===== config.mk =====
export PLATFORM = sky130hd
export DESIGN_NAME = flit_send_arbiter
export DESIGN_NICKNAME = d
export VERILOG_FILES = /design/src/rtl/flit_arb_pkg.sv /design/src/rtl/flit_send_arbiter_rr_picker.sv /design/src/rtl/flit_send_arbiter.sv
export SDC_FILE = /design/constraint.sdc
export NUM_CORES = 1
export LEC_CHECK = 0
export ABC_CLOCK_PERIOD_IN_PS = 5100
export CORE_MARGIN = 5
export CORE_UTILIZATION = 41
export CTS_BUF_LIST = sky130_fd_sc_hd__clkbuf_16
export DETAILED_ROUTE_END_ITERATION = 16
export PLACE_DENSITY = 0.84
export SLEW_MARGIN = 5
export SYNTH_ARGS = -nofsm -noshare
export SYNTH_HDL_FRONTEND = slang
export SYNTH_SLANG_ARGS = --single-unit

===== constraint.sdc =====
create_clock -name CLK -period 5.1 [get_ports CLK]
set_input_delay 1.02 -clock CLK [delete_from_list [all_inputs] [get_ports CLK]]
set_output_delay 1.02 -clock CLK [all_outputs]
set_load 0.02 [all_outputs]

===== src/rtl/flit_arb_pkg.sv =====
// Shared definitions for the flit send arbiter: flit field positions, FSM states, credit sizing.
// Flit layout (MSB down): valid strobe, tail bit, VC field, payload.
`ifndef FLIT_WIDTH
`define FLIT_WIDTH 16
`endif
`ifndef VC_BITS
`define VC_BITS 2
`endif
`ifndef FLIT_BUFFER_DEPTH
`define FLIT_BUFFER_DEPTH 4
`endif

package flit_arb_pkg;

  localparam int FLIT_W    = `FLIT_WIDTH;
  localparam int VC_W      = `VC_BITS;
  localparam int VALID_BIT = FLIT_W - 1;
  localparam int TAIL_BIT  = FLIT_W - 2;
  localparam int VC_LSB    = FLIT_W - 2 - VC_W;

  typedef enum logic {
    IDLE   = 1'b0,
    LOCKED = 1'b1
  } arb_state_e;

  // One extra bit so a counter can hold the full DEPTH value.
  function automatic int credit_width(input int depth);
    return $clog2(depth) + 1;
  endfunction

endpackage


===== src/rtl/flit_send_arbiter_rr_picker.sv =====
// Round-robin picker: first set request at or after ptr_i, wrapping modulo N.
module rr_picker #(
  parameter int N  = 4,
  parameter int IW = 2
) (
  input  logic [N-1:0]  req_i,
  input  logic [IW-1:0] ptr_i,
  output logic [N-1:0]  grant_o,
  output logic [IW-1:0] idx_o,
  output logic          any_o
);

  int cand;

  always_comb begin
    grant_o = '0;
    idx_o   = '0;
    any_o   = 1'b0;
    cand    = 0;
    for (int off = 0; off < N; off++) begin
      if (!any_o) begin
        cand = int'(ptr_i) + off;
        if (cand >= N) cand = cand - N;
        if (req_i[IW'(cand)]) begin
          any_o               = 1'b1;
          grant_o[IW'(cand)]  = 1'b1;
          idx_o               = IW'(cand);
        end
      end
    end
  end

endmodule


===== src/rtl/flit_send_arbiter.sv =====
// Credit-based round-robin arbiter with packet locking onto one network send port.
// Optional stall counter enabled by defining FLIT_SEND_ARB_STALL_CNT_EN.
module flit_send_arbiter
  import flit_arb_pkg::*;
#(
  parameter int NUM_REQ = 4,
  parameter int NUM_VCS = 2,
  parameter int DEPTH   = `FLIT_BUFFER_DEPTH
) (
  input  logic                                CLK,
  input  logic                                RST,
  input  logic [NUM_REQ-1:0][`FLIT_WIDTH-1:0] req_flit,
  input  logic [NUM_REQ-1:0]                  req_valid,
  output logic [NUM_REQ-1:0]                  req_ready,
  output logic [`FLIT_WIDTH-1:0]              send_ports_putFlit_flit_in,
  output logic                                EN_send_ports_putFlit,
  input  logic [`VC_BITS:0]                   send_ports_getCredits,
  output logic                                EN_send_ports_getCredits,
  output logic                                credit_err,
  output logic [31:0]                         stall_cycles
);

  localparam int CW = credit_width(DEPTH);
  localparam int IW = (NUM_REQ > 1) ? $clog2(NUM_REQ) : 1;
  localparam logic [CW-1:0] FULL = CW'(DEPTH);

  arb_state_e state_q, state_d;
  logic [IW-1:0] owner_q, owner_d;
  logic [IW-1:0] rr_ptr_q, rr_ptr_d;
  logic [NUM_VCS*CW-1:0] credit_q, credit_d;
  logic credit_err_q, credit_err_d;

  logic [(1<<VC_W)-1:0] vc_avail;
  logic [NUM_REQ-1:0] eligible, pick_req, grant;
  logic [IW-1:0] grant_idx;
  logic any_grant, send;
  logic [FLIT_W-1:0] sel_flit;
  logic sent_tail;
  logic [VC_W-1:0] sent_vc;
  logic ret_valid, ret_oor;
  logic [VC_W-1:0] ret_vc;
  logic [NUM_VCS-1:0] ovf;
  logic unused_sel_msb;

  assign ret_valid = send_ports_getCredits[VC_W];
  assign ret_vc    = send_ports_getCredits[VC_W-1:0];
  assign ret_oor   = ret_valid && (int'(ret_vc) >= NUM_VCS);

  for (genvar gi = 0; gi < NUM_REQ; gi++) begin : g_elig
    assign eligible[gi] = req_valid[gi] && vc_avail[req_flit[gi][VC_LSB +: VC_W]];
  end

  // Send and return on the same VC cancel; a lone return at FULL is an overflow.
  for (genvar gi = 0; gi < NUM_VCS; gi++) begin : g_credit
    logic [CW-1:0] cur;
    logic snd, rt;
    assign cur = credit_q[gi*CW +: CW];
    assign snd = send && (sent_vc == VC_W'(gi));
    assign rt  = ret_valid && (ret_vc == VC_W'(gi));
    assign credit_d[gi*CW +: CW] = (snd && !rt)                 ? cur - 1'b1 :
                                   (rt && !snd && cur != FULL) ? cur + 1'b1 : cur;
    assign ovf[gi]      = rt && !snd && (cur == FULL);
    assign vc_avail[gi] = (cur != '0);
  end

  for (genvar gi = NUM_VCS; gi < (1 << VC_W); gi++) begin : g_vc_none
    assign vc_avail[gi] = 1'b0;
  end

  always_comb begin
    pick_req = eligible;
    if (state_q == LOCKED) pick_req = eligible & (NUM_REQ'(1) << owner_q);
  end

  rr_picker #(.N(NUM_REQ), .IW(IW)) u_rr_picker (
    .req_i   (pick_req),
    .ptr_i   (rr_ptr_q),
    .grant_o (grant),
    .idx_o   (grant_idx),
    .any_o   (any_grant)
  );

  assign req_ready             = (RST || !any_grant) ? '0 : grant;
  assign send                  = |(req_valid & req_ready);
  assign EN_send_ports_putFlit = send;
  assign sel_flit              = req_flit[grant_idx];
  assign sent_tail             = sel_flit[TAIL_BIT];
  assign sent_vc               = sel_flit[VC_LSB +: VC_W];
  assign unused_sel_msb        = sel_flit[VALID_BIT];
  assign send_ports_putFlit_flit_in = {send, sel_flit[VALID_BIT-1:0]};
  assign EN_send_ports_getCredits   = 1'b1;
  assign credit_err                 = credit_err_q;

  always_comb begin
    state_d      = state_q;
    owner_d      = owner_q;
    rr_ptr_d     = rr_ptr_q;
    credit_err_d = credit_err_q | ret_oor | (|ovf);
    if (send) begin
      if (sent_tail) begin
        state_d  = IDLE;
        rr_ptr_d = (grant_idx == IW'(NUM_REQ - 1)) ? '0 : grant_idx + 1'b1;
      end else begin
        state_d = LOCKED;
        owner_d = grant_idx;
      end
    end
  end

  always_ff @(posedge CLK or posedge RST) begin
    if (RST) begin
      state_q      <= IDLE;
      owner_q      <= '0;
      rr_ptr_q     <= '0;
      credit_q     <= {NUM_VCS{FULL}};
      credit_err_q <= 1'b0;
    end else begin
      state_q      <= state_d;
      owner_q      <= owner_d;
      rr_ptr_q     <= rr_ptr_d;
      credit_q     <= credit_d;
      credit_err_q <= credit_err_d;
    end
  end

`ifdef FLIT_SEND_ARB_STALL_CNT_EN
  logic [31:0] stall_q, stall_d;

  always_comb begin
    stall_d = stall_q;
    if ((|req_valid) && !send && (stall_q != '1)) stall_d = stall_q + 32'd1;
  end

  always_ff @(posedge CLK or posedge RST) begin
    if (RST) stall_q <= '0;
    else     stall_q <= stall_d;
  end

  assign stall_cycles = stall_q;
`else
  assign stall_cycles = '0;
`endif

endmodule


* After elaboration in Yosys (flattened, before gate mapping)
Cells that the tools add are included.
** Word-level totals
- Output and inout port bits :: 55
- Bits in registers :: 12
- Word-level logic and storage cells :: 155
- Input bits :: 73
** Operators by class
- Add/subtract/negate cells :: 12
- Reductions and logical operators :: 37
- Shifts and indexed selects :: 1
- Bitwise gates (word level) :: 8
- Eq/ne operators :: 7
- Mux-type cells :: 66
- $lt $le $gt $ge :: 18
** Operators with widths (count)
- two-way mux 4 bit :: 9
- binary-select mux 16 bit (select 2 bit) :: 1
- two-way mux 2 bit :: 15
- two-way mux 1 bit :: 24
- logical AND 1 bit :: 21
- binary-select mux 1 bit (select 2 bit) :: 8
- less-than comparator 2 x 4 -> 1 bit (second input constant) :: 4
- less-than comparator 2 x 3 -> 1 bit (second input constant) :: 5
- two-way mux 15 bit :: 1
- two-way mux 3 bit :: 4
- bitwise OR 4 bit :: 3
- >= comparator 3 bit (second input constant) :: 3
- AND 4 bit :: 2
- demux 1 bit (select 2 bit) :: 4
- >= comparator 2 x 1 -> 1 bit (second input constant) :: 4
- subtractor 2 x 1 -> 2 bit (second input constant) :: 4
- adder 2 x 2 -> 3 bit (second input constant) :: 2
- adder 3 x 1 -> 3 bit (second input constant) :: 2
- equality test 3 bit (second input constant) :: 2
- inequality test 3 bit (second input constant) :: 2
- nonzero test 3 bit :: 2
- subtractor 3 x 1 -> 3 bit (second input constant) :: 2
- logical NOT 1 bit :: 5
- equality test 2 x 1 -> 1 bit (second input constant) :: 2
- 14 further kinds :: 18

* Longest topological paths before layout
- Depth in word-level cells :: 39
- Mapped depth :: 18
- Mapped depth without buffers :: 15

* By module
From an unflattened synthesis, not the netlist that was laid out.
** Second synthesis, totals
- Cells, all modules :: 219
- Area, all modules :: 2102.0 um2
** By module, submodules not included
- flit_send_arbiter :: area an instance 1606.5 um2, times used 1, cells an instance 162, seq. area each 302.8 um2
- rr_picker :: area an instance 495.5 um2, times used 1, cells an instance 57, seq. area each 0.0 um2

* Worst setup path after synthesis
No wires, ideal clock.
- Path kind :: in2out
- Start point :: input req_flit[60] (netlist name)
- End point :: output send_ports_putFlit_flit_in[0]
- Data required time :: 4.080 ns
- Arrival :: 3.655 ns
- Path buffers :: 4
- Slack :: 0.425 ns
- Stages on the path :: 12
- Cells stage by stage :: or4_1 nand4bb_1 or2_0 clkbuf_1 nand2_1 o32a_1 nor2_1 buf_2 buf_2 buf_2 mux2i_1 a21oi_1
** Between the ends
- Word-level cells in the longest chain between the ends :: 17
- Elaborated cells between the ends (all ways) :: 31
- Those cells by class :: mux (29); bitwise (1); reduce/logical (1)
** RTL lines
- start: declaration :: line flit_send_arbiter.sv:12 : input logic [NUM_REQ-1:0][`FLIT_WIDTH-1:0] req_flit,
- binary-select mux 1 bit (select 2 bit) * :: line flit_send_arbiter.sv:50 : assign eligible[gi] = req_valid[gi] && vc_avail[req_flit[gi][VC_LSB +: VC_W]];
- two-way mux 1 bit (not written as such) * :: line flit_send_arbiter.sv:50
- logical AND 1 bit * :: line flit_send_arbiter.sv:50
- AND 4 bit :: line flit_send_arbiter.sv:72 : if (state_q == LOCKED) pick_req = eligible & (NUM_REQ'(1) << owner_q);
- two-way mux 4 bit * :: line flit_send_arbiter.sv:72
- binary-select mux 1 bit (select 2 bit) :: line flit_send_arbiter_rr_picker.sv:24 : if (req_i[IW'(cand)]) begin
- two-way mux 1 bit (not written as such) (2 in a row) :: line flit_send_arbiter_rr_picker.sv:24
- two-way mux 2 bit (2 in a row) :: line flit_send_arbiter_rr_picker.sv:24
- two-way mux 2 bit :: line flit_send_arbiter_rr_picker.sv:21 : if (!any_o) begin
- two-way mux 2 bit :: line flit_send_arbiter_rr_picker.sv:24
- two-way mux 2 bit :: line flit_send_arbiter_rr_picker.sv:21
- two-way mux 2 bit :: line flit_send_arbiter_rr_picker.sv:24
- two-way mux 2 bit * :: line flit_send_arbiter_rr_picker.sv:21
- binary-select mux 16 bit (select 2 bit) * :: line flit_send_arbiter.sv:86 : assign sel_flit = req_flit[grant_idx];
- two-way mux 15 bit (not written as such) * :: line flit_send_arbiter.sv:86
- end: declaration :: line flit_send_arbiter.sv:15 : output logic [`FLIT_WIDTH-1:0] send_ports_putFlit_flit_in,
Every way passes the cells marked *; elsewhere a longest branch is shown, timed or not. The select of a mux whose other input is x is not followed.

* Final worst setup path
- Start point :: input req_valid[2]
- End point :: output send_ports_putFlit_flit_in[13]
** Between the ends
- Word-level cells in the longest chain between the ends :: 15
- Elaborated cells between the ends (all ways) :: 29
- Those cells by class :: mux (27); bitwise (1); reduce/logical (1)
** RTL lines
- start: declaration :: line flit_send_arbiter.sv:13 : input logic [NUM_REQ-1:0] req_valid,
- logical AND 1 bit * :: line flit_send_arbiter.sv:50
- AND 4 bit :: line flit_send_arbiter.sv:72
- two-way mux 4 bit * :: line flit_send_arbiter.sv:72
- binary-select mux 1 bit (select 2 bit) :: line flit_send_arbiter_rr_picker.sv:24
- two-way mux 1 bit (not written as such) (2 in a row) :: line flit_send_arbiter_rr_picker.sv:24
- two-way mux 2 bit (2 in a row) :: line flit_send_arbiter_rr_picker.sv:24
- two-way mux 2 bit :: line flit_send_arbiter_rr_picker.sv:21
- two-way mux 2 bit :: line flit_send_arbiter_rr_picker.sv:24
- two-way mux 2 bit :: line flit_send_arbiter_rr_picker.sv:21
- two-way mux 2 bit :: line flit_send_arbiter_rr_picker.sv:24
- two-way mux 2 bit * :: line flit_send_arbiter_rr_picker.sv:21
- binary-select mux 16 bit (select 2 bit) * :: line flit_send_arbiter.sv:86
- two-way mux 15 bit (not written as such) * :: line flit_send_arbiter.sv:86
Marks and branches as above.

==> qor.yml <==
timing:
  hold_violations: 0
  period_share: 0.9923
  setup_ws_ns: 0.03922
  fmax_ghz: 0.1976
  final.min_clock_period_ns: 5.061
  fin_hold_ws_ns: 0.4926
  rsz0062_at_grt: "true"
  max_slew.worst_pin.slew_ns: 0.5829
  slew_viol_final: 0
  finalSetupViolCount: 0
  relSlewSlack: 0.6114
  fin_skew_ns: 0.003122
logic_synthesis:
  synth_edf_count: 0
  syn_area_sq_um: 2445
  synth_top_area_frac: 0.1064
  yosysSeqAreaShare: 0.1238
  synthArstFlopShare: 1.000
  ys_top_cells_by_area: "mux2i_1, buf_4, dfrtp_1"
  postSynthCellCount: 312
  synth_common_cells: "buf_4, nor2_1, mux2i_1"
  yosysTopAreaCell: "mux2i_1"
  synth.distinct_cells: 75
  ys_ff_latch: 12
  yosys_most_used_dff: "dfrtp_1"
  avgSynthCellArea_sq_um: 7.836
  yosysMostFrequentCell: "buf_4"
  yosysWarnings: 0
die:
  num_rows: 28
  ioPinCount: 128
  fp.dieH_microns: 87.22
  die_w_microns: 87.22
  coreArea_sq_um: 5851
  die_area_sq_um: 7607
  initial_utilization: 0.4179
finish:
  nFillCells: 507
  nNetsFinal: 518
  drive_gt1_frac: 0.1935
  finalInstanceArea_sq_um: 3706
  fin_cells: 509
  antenna-diode-count: 0
  area_delta_synth_final_pct: 51.59
placed_design:
  pre_cts_ws_ns: -0.2435
  port_buffers: 90
  routabilityCongestion: 0.9008
  detailed_place_hpwl_mm: 6.226
  dp_cells: 503
  postPlaceCellArea_sq_um: 3572
worst_setup_path:
  arrival_ns: 4.04
  crit_slowest_cell: "clkdlybuf4s50_1"
  cp-end-kind: "output port"
  path_buf_inv: 4
  path_delay_family: "buffers and inverters"
  critPathLaunchType: "primary input"
  crit_path_max_incr_delay_ns: 0.63
  critPathRequiredTime_ns: 4.08
  path_class: "in2out"
  path_cells: "clkdlybuf4s50_1 -> nand2b_1 -> a2111oi_0 -> o21bai_1 -> buf_4 -> nand2_1 -> a221oi_1 -> o22a_2 -> buf_4 -> nor2_1 -> clkdlybuf4s50_1"
  crit_path_max_fanout: 10
clocking:
  cts_max_level: 1
  cts_buffer_depth: 2
  cts_tree: "done"
  cts-buffers-inserted: 3
  cts_num_sinks: 12
  ctsRootBufferMaster: "clkbuf_16"
  clk-insertion-delay-late_ns: 0.24
  path_clk_slew_ns: 0.05
route:
  drtIter0Drc: 247
  num_vias: 2789
  drt-total-wl_mm: 7.907
  via_per_inst: 5.479
  dr.pass1.iters: 4
  drc: 0
  post_drt_wl_per_cell_microns: 15.53
  ant_nets: 0
grt:
  antenna_found_initial: 0
  grt_max_degree: 30
  track_usage: 0.1977
  grt_pass1_wl_mm: 12.25
  gr-total-overflow: 0
  grt_pass1_vias: 2748
job:
  cap_viol_max_count: 0
pwr:
  report.power.total_mw: 1.697
  power_density_nw_per_um2: 457.9
  ir_worst_vdd_uv: 234.1
  leakage_nw: 1.698
run_status:
  status: "finished, final reports clean"
worst_hold_path:
  hold_path_class: "reg2reg"
## state kept, by name, summed over array words and instances, names as in the netlist
name	cells
owner_q	2
rr_ptr_q	2
state_q	1
credit_q	6
credit_err	1
## power breakdown
part,switching (mW),total (mW),internal [mW]
clock,0.0423,0.146,0.103
sequential,0.0863,0.228,0.142
combinational,0.713,1.32,0.611
## final cells by class
type	instances	area [sq um]	area share
multi-input combinational	269	1914	0.5165
timing repair buffer	135	1264	0.3410
sequential	12	302.8	0.08170
tap	75	93.84	0.02532
clock buffer	3	75.07	0.02026
inverter	14	52.55	0.01418
clock inverter	1	3.754	0.001013
## metal layers
metal,share of wire,GRT usage,up-vias
met5,0,0,-
met4,0.016,0.04324,0
met3,0.098,0.04541,16
met2,0.53,0.3837,145
met1,0.36,0.2150,1296
li1,-,-,1332
## layout by cell type, fill, tap and decap left out, types with 2 or more instances in the layout
master | netlist | final
clkdlybuf4s50_1 | 0 | 73
buf_4 | 34 | 43
conb_1 | 2 | 33
nor2_1 | 29 | 28
mux2i_1 | 26 | 26
a21oi_1 | 24 | 24
nand2_1 | 21 | 21
mux2_2 | 14 | 14
inv_1 | 12 | 12
dlygate4sd2_1 | 0 | 12
dfrtp_1 | 10 | 10
nand2b_1 | 8 | 8
ha_1 | 8 | 8
nor3_1 | 6 | 6
o21ai_0 | 6 | 6
and2_1 | 6 | 6
nand3_1 | 6 | 6
nand4_1 | 5 | 5
a211oi_1 | 4 | 4
a31oi_1 | 4 | 4
clkbuf_16 | 0 | 4
and3_1 | 3 | 3
a221oi_1 | 3 | 3
a311oi_1 | 3 | 3
dlymetal6s2s_1 | 0 | 3
nor2b_1 | 2 | 2
inv_2 | 2 | 2
a21boi_1 | 2 | 2
o21ai_1 | 2 | 2
a2111oi_0 | 4 | 2
xor2_1 | 2 | 2
o31a_1 | 2 | 2
o32ai_1 | 2 | 2
o21a_1 | 2 | 2
nand3b_1 | 2 | 2
fa_1 | 2 | 2
dfstp_2 | 2 | 2
clkdlybuf4s15_2 | 0 | 2
## logic make-up after synthesis
group	synth area share
multiplexers	0.1812
other	0.003072
XOR/XNOR	0.01075
AND/OR/NAND/NOR	0.2144
flip-flops	0.1238
buffers and inverters	0.1530
AO/OA/AOI/OAI	0.2564
adder cells (fa/ha/maj)	0.05732
## what timing repair did
item / CTS / global route
gates cloned: 0 / 1
setup endpoints to repair: 16 / 16
setup buffers: 0 / 1
hold endpoints to repair: 0 / 0
pin swaps: 1 / 1
hold buffers: 0 / 0
resized for setup: 20 / 9
## path summary, 6_finish.rpt
| path | slack [ns] | from | depth (start not counted) | to |
|---|---|---|---|---|
| worst max register to register | 0.86 | rr_ptr_q[1] | 16 | credit_q[2] |
| worst min register to register | 0.49 | credit_err | 1 | credit_err |
| worst min-delay path | 0.49 | credit_err | 1 | credit_err |
| min in group asynchronous | 1.17 | RST | 2 | credit_q[3] |
| worst max-delay path | 0.04 | req_valid[2] | 11 | send_ports_putFlit_flit_in[13] |
| max in group asynchronous | 3.57 | RST | 2 | credit_q[5] |
## per-stage QoR
step / TNS (ns) / util
2_1_floorplan: 0 / -
3_3_place_gp: -1.553 / 0.6106
3_5_place_dp: -2.315 / 0.6106
4_1_cts: 0 / 0.6221
5_1_grt: -0.1972 / 0.6334
6_report: 0 / 0.6334
Power figures use the tool's default switching activity.
==> edit 1, RTL diff (same flow settings) <==
Change the macro `FLIT_BUFFER_DEPTH` from 4 to 8.
--- a/src/rtl/flit_arb_pkg.sv
+++ b/src/rtl/flit_arb_pkg.sv
@@ -9,3 +9,3 @@
 `ifndef FLIT_BUFFER_DEPTH
-`define FLIT_BUFFER_DEPTH 4
+`define FLIT_BUFFER_DEPTH 8
 `endif
Function: same outputs for any inputs over 4 cycles, from zero or initial values and one cycle with RST high; that may be too few to reach the edited logic, so the function may still have changed.
==> edit 1 against the unedited design <==
Total power increased by 15%; worst setup slack improved by 120 ps; clock power increased by 3%; core utilization increased by 0.53 points; area after synthesis increased by 8.4%; sequential share of layout area increased by 0.58 points; sequential cell count increased by 2; largest power group unchanged; design area increased by 8.8%; routed wire length increased by 5.2%.
==> edit 1: results (changes against the unedited design) <==
- Metal3 WL: 820 µm (was 773 µm)
- Sequential-to-total area share from yosys stat: 13.31% (was 12.38%)
- Fillers: 518 (was 507)
- Worst Path Max Fanout: 8 (was 10)
- Reg-to-reg slack, setup: 720 ps (was 860 ps)
- Vias per cell: 5.524 (was 5.479)
- Mux cell area share after synthesis: 17.27% (was 18.12%)
- Status: finished clean (unchanged)
- Setup WS post-layout: 159.5 ps (was 39.22 ps)
- Worst ir drop on vdd: 0.2971 mV (was 0.2341 mV)
- Synth Area in Compound Gates: 25.20% (was 25.64%)
- DP Area: 3920 µm² (was 3572 µm²)
- IO Port Bufs: 90 (unchanged)
- Worst-case reg-to-reg path depth: 17 (was 16)
- CP Launch Point: req_valid[0] (was req_valid[2])
- R2R Path End: credit_q[3]$_DFFE_PP1P_ (was credit_q[2]$_DFFE_PP1P_)
- Met2 WL: 4022 µm (was 4166 µm)
- Top Registers: credit_q x8, owner_q x2, rr_ptr_q x2 (was credit_q x6, owner_q x2, rr_ptr_q x2)
- Post-Syn Instances: 337 (was 312)
- Most instantiated cells after synthesis: buf_4, a21oi_1, mux2i_1 (was buf_4, nor2_1, mux2i_1)
- Total Routed Length: 8315 µm (was 7907 µm)
- Worst reg2reg path startpoint: credit_q[6]$_DFFE_PP0P_ (was rr_ptr_q[1]$_DFFE_PP0P_)
- CTS resizes: 15 (was 20)
- Worst EP arrival: 3920 ps (was 4040 ps)
- First-pass GRT wire length: 13320 µm (was 12250 µm)
- Number of global-route vias before repair: 2994 (was 2748)
- Layout cells sized above 1: 20.51% (was 19.35%)
- Met1 usage: 22.43% (was 21.50%)
- Final Hold Slack: 507.8 ps (was 492.6 ps)
- Dpl hpwl: 6908 µm (was 6226 µm)
- Met3 usage: 5.167% (was 4.541%)
- DP Worst Slack: -123.3 ps (was -243.5 ps)
- Pre-antenna DRT Iters: 5 (was 4)
- Leak Pwr: 1.798 nW (was 1.698 nW)
- Adder and majority gate portion of the synthesized area: 7.173% (was 5.732%)
- Largest net degree at the start of global routing: 27 (was 30)
- Max Clock Skew: 3.984 ps (was 3.122 ps)
- Distinct cells, synth: 67 (was 75)
- Post-route insts no fill: 550 (was 509)
edit 1: changes by cell type in the layout (fill, tap and decap cells not counted), moves of 4 or more:
cell / unedited run / this run
inv_1: 12 / 19
nor2_1: 28 / 22
ha_1: 8 / 12
or3_1: 1 / 5
o22ai_1: 1 / 9
nand3_1: 6 / 12
buf_4: 43 / 55
a21oi_1: 24 / 29
edit 1: where the power goes:
group	leakage (nW)	switching [mW]	total (mW)	internal (mW)
clock	0.0385	0.0462	0.150	0.104
combinational	1.59	0.845	1.56	0.720
sequential	0.165	0.0725	0.236	0.164
total	1.80	0.963	1.95	0.987
edit 1: area by class of cell:
class / count / area (µm²) / area share, %
clock buffers: 3 / 75.07 / 1.862
clock inverters: 1 / 3.754 / 0.09308
inverters: 21 / 78.83 / 1.955
multi-input cells: 286 / 2059 / 51.07
flip-flops and latches: 14 / 352.8 / 8.750
well taps: 77 / 96.34 / 2.389
repair buffers: 148 / 1366 / 33.88
==> edit 2, RTL diff (config.mk and constraints unchanged) <==
Made on the original files. Register the output `credit_err` once more; this adds one clock of latency there. The other outputs are not delayed to match.
--- a/src/rtl/flit_send_arbiter.sv
+++ b/src/rtl/flit_send_arbiter.sv
@@ -91,3 +91,5 @@
   assign EN_send_ports_getCredits   = 1'b1;
-  assign credit_err                 = credit_err_q;
+  always_ff @(posedge CLK) begin
+    credit_err <= credit_err_q;
+  end
 
Check against the original RTL: not equivalent (Yosys sat finds a counterexample within 4 cycles, from zero or initial values and one cycle with RST high).
==> edit 2 against the unedited design <==
Hold slack got worse by 110 ps; design area fell by 4.7%; global-route usage decreased by 0.62 points; area after synthesis is 5.6% lower; sequential cell count is 1 higher; routed wire length is 7.1% lower; total power rose by 7.6%; worst setup slack improved by 120 ps; critical path type unchanged; critical endpoint is now send_ports_putFlit_flit_in[12]; highest routed layer unchanged.
==> edit 2: results (changes against the unedited design) <==
- Reg-to-reg slack, setup: 1100 ps (was 860 ps)
- Row cnt: 27 (was 28)
- Worst Path Max Fanout: 5 (was 10)
- Post-route insts no fill: 488 (was 509)
- Initial drt markers: 224 (was 247)
- Placed insts: 484 (was 503)
- Largest net degree at the start of global routing: 22 (was 30)
- Layout cells sized above 1: 19.23% (was 19.35%)
- Sw frac: 48.28% (was 49.58%)
- Total GRT Usage: 19.15% (was 19.77%)
- Fraction of registers with async set/reset: 92.31% (was 100.0%)
- Number of global-route vias before repair: 2591 (was 2748)
- HP Class: reg2reg (unchanged)
- Sequential-to-total area share from yosys stat: 13.99% (was 12.38%)
- Psw: 881.8 µW (was 841.4 µW)
- Worst reg2reg path startpoint: rr_ptr_q[0]$_DFFE_PP0P_ (was rr_ptr_q[1]$_DFFE_PP0P_)
- Setup crit end: send_ports_putFlit_flit_in[12] (was send_ports_putFlit_flit_in[13])
- Setup WS post-layout: 160.5 ps (was 39.22 ps)
- Leak Pwr: 1.637 nW (was 1.698 nW)
- Sequential share of power: 10.6% (was 13.4%)
- Worst ir drop on vdd: 0.3608 mV (was 0.2341 mV)
- Max Buffers Root-to-Sink: 2 (unchanged)
- Most instantiated cells after synthesis: buf_4, nor2_1, a21oi_1 (was buf_4, nor2_1, mux2i_1)
- CP max-delay cell: or4b_1 (was clkdlybuf4s50_1)
- Final GP Congestion: 0.9859 (was 0.9008)
- DP Area: 3461 µm² (was 3572 µm²)
- Status: finished clean (unchanged)
- CP Launch Point: req_flit[12] (was req_valid[2])
- Distinct cells, synth: 66 (was 75)
- Worst EP arrival: 3920 ps (was 4040 ps)
- Synth area leaders: buf_4, dfrtp_1, mux2i_1 (was mux2i_1, buf_4, dfrtp_1)
- Vias per cell: 5.369 (was 5.479)
- Worst-case reg-to-reg path depth: 18 (was 16)
- R2R Path End: credit_q[5]$_DFFE_PP1P_ (was credit_q[2]$_DFFE_PP1P_)
- Nets: 500 (was 518)
- DP Worst Slack: -156.4 ps (was -243.5 ps)
- Post-DR wirelength/cell: 15.05 µm (was 15.53 µm)
- CP peak stage delay: 490 ps (was 630 ps)
-- edit 2: routing by layer --
metal / global-route usage (%) / routed length [µm]
met1: 20.77 / 2735
met2: 34.68 / 3578
met3: 5.922 / 826
met4: 7.050 / 203
met5: 0 / 0
-- edit 2: repair_timing --
action | 4_1_cts | 5_1_grt
gates resized for setup | 16 | 4
endpoints found under the hold margin | 0 | 0
buffers inserted | 0 | 0
endpoints found under the setup margin | 16 | 14
-- edit 2: layout make-up --
cell class / count / area [µm²]
timing repair buffer: 131 / 1219
sequential: 13 / 322.8
multi-input combinational: 251 / 1757
inverter: 17 / 63.81
tap: 72 / 90.09
fill: 458 / 1942
clock inverter: 1 / 3.754
clock buffer: 3 / 75.07
-- edit 2: how the worst min path moves through the flow --
stage	end	startpoint	slack, ps
final	credit_err$_DFF_P_	credit_err_q$_DFF_PP0_	380
after global placement	credit_err$_DFF_P_	credit_err_q$_DFF_PP0_	370
after global routing	credit_err$_DFF_P_	credit_err_q$_DFF_PP0_	400
after CTS	credit_err$_DFF_P_	credit_err_q$_DFF_PP0_	380
after detailed placement	credit_err$_DFF_P_	credit_err_q$_DFF_PP0_	370
after floorplan	credit_err$_DFF_P_	credit_err_q$_DFF_PP0_	350
-- edit 2: kinds of logic after synthesis --
logic type               Yosys count  synth area share (%)
other                              2                0.3255
flip-flops                        13                 13.99
buffers and inverters             61                 15.78
adder cells (fa/ha/maj)           10                 6.074
multiplexers                      40                 19.03
AND/OR/NAND/NOR                   89                 19.52
AO/OA/AOI/OAI                     77                 24.51
XOR/XNOR                           2                0.7594
-- edit 2: critical path, delay by kind of cell --
kind | cells | cell delay (ps)
buffers and inverters | 5 | 1190
AOI/OAI and AO/OA | 5 | 790
and+or+nand+nor | 1 | 490
muxes | 2 | 410
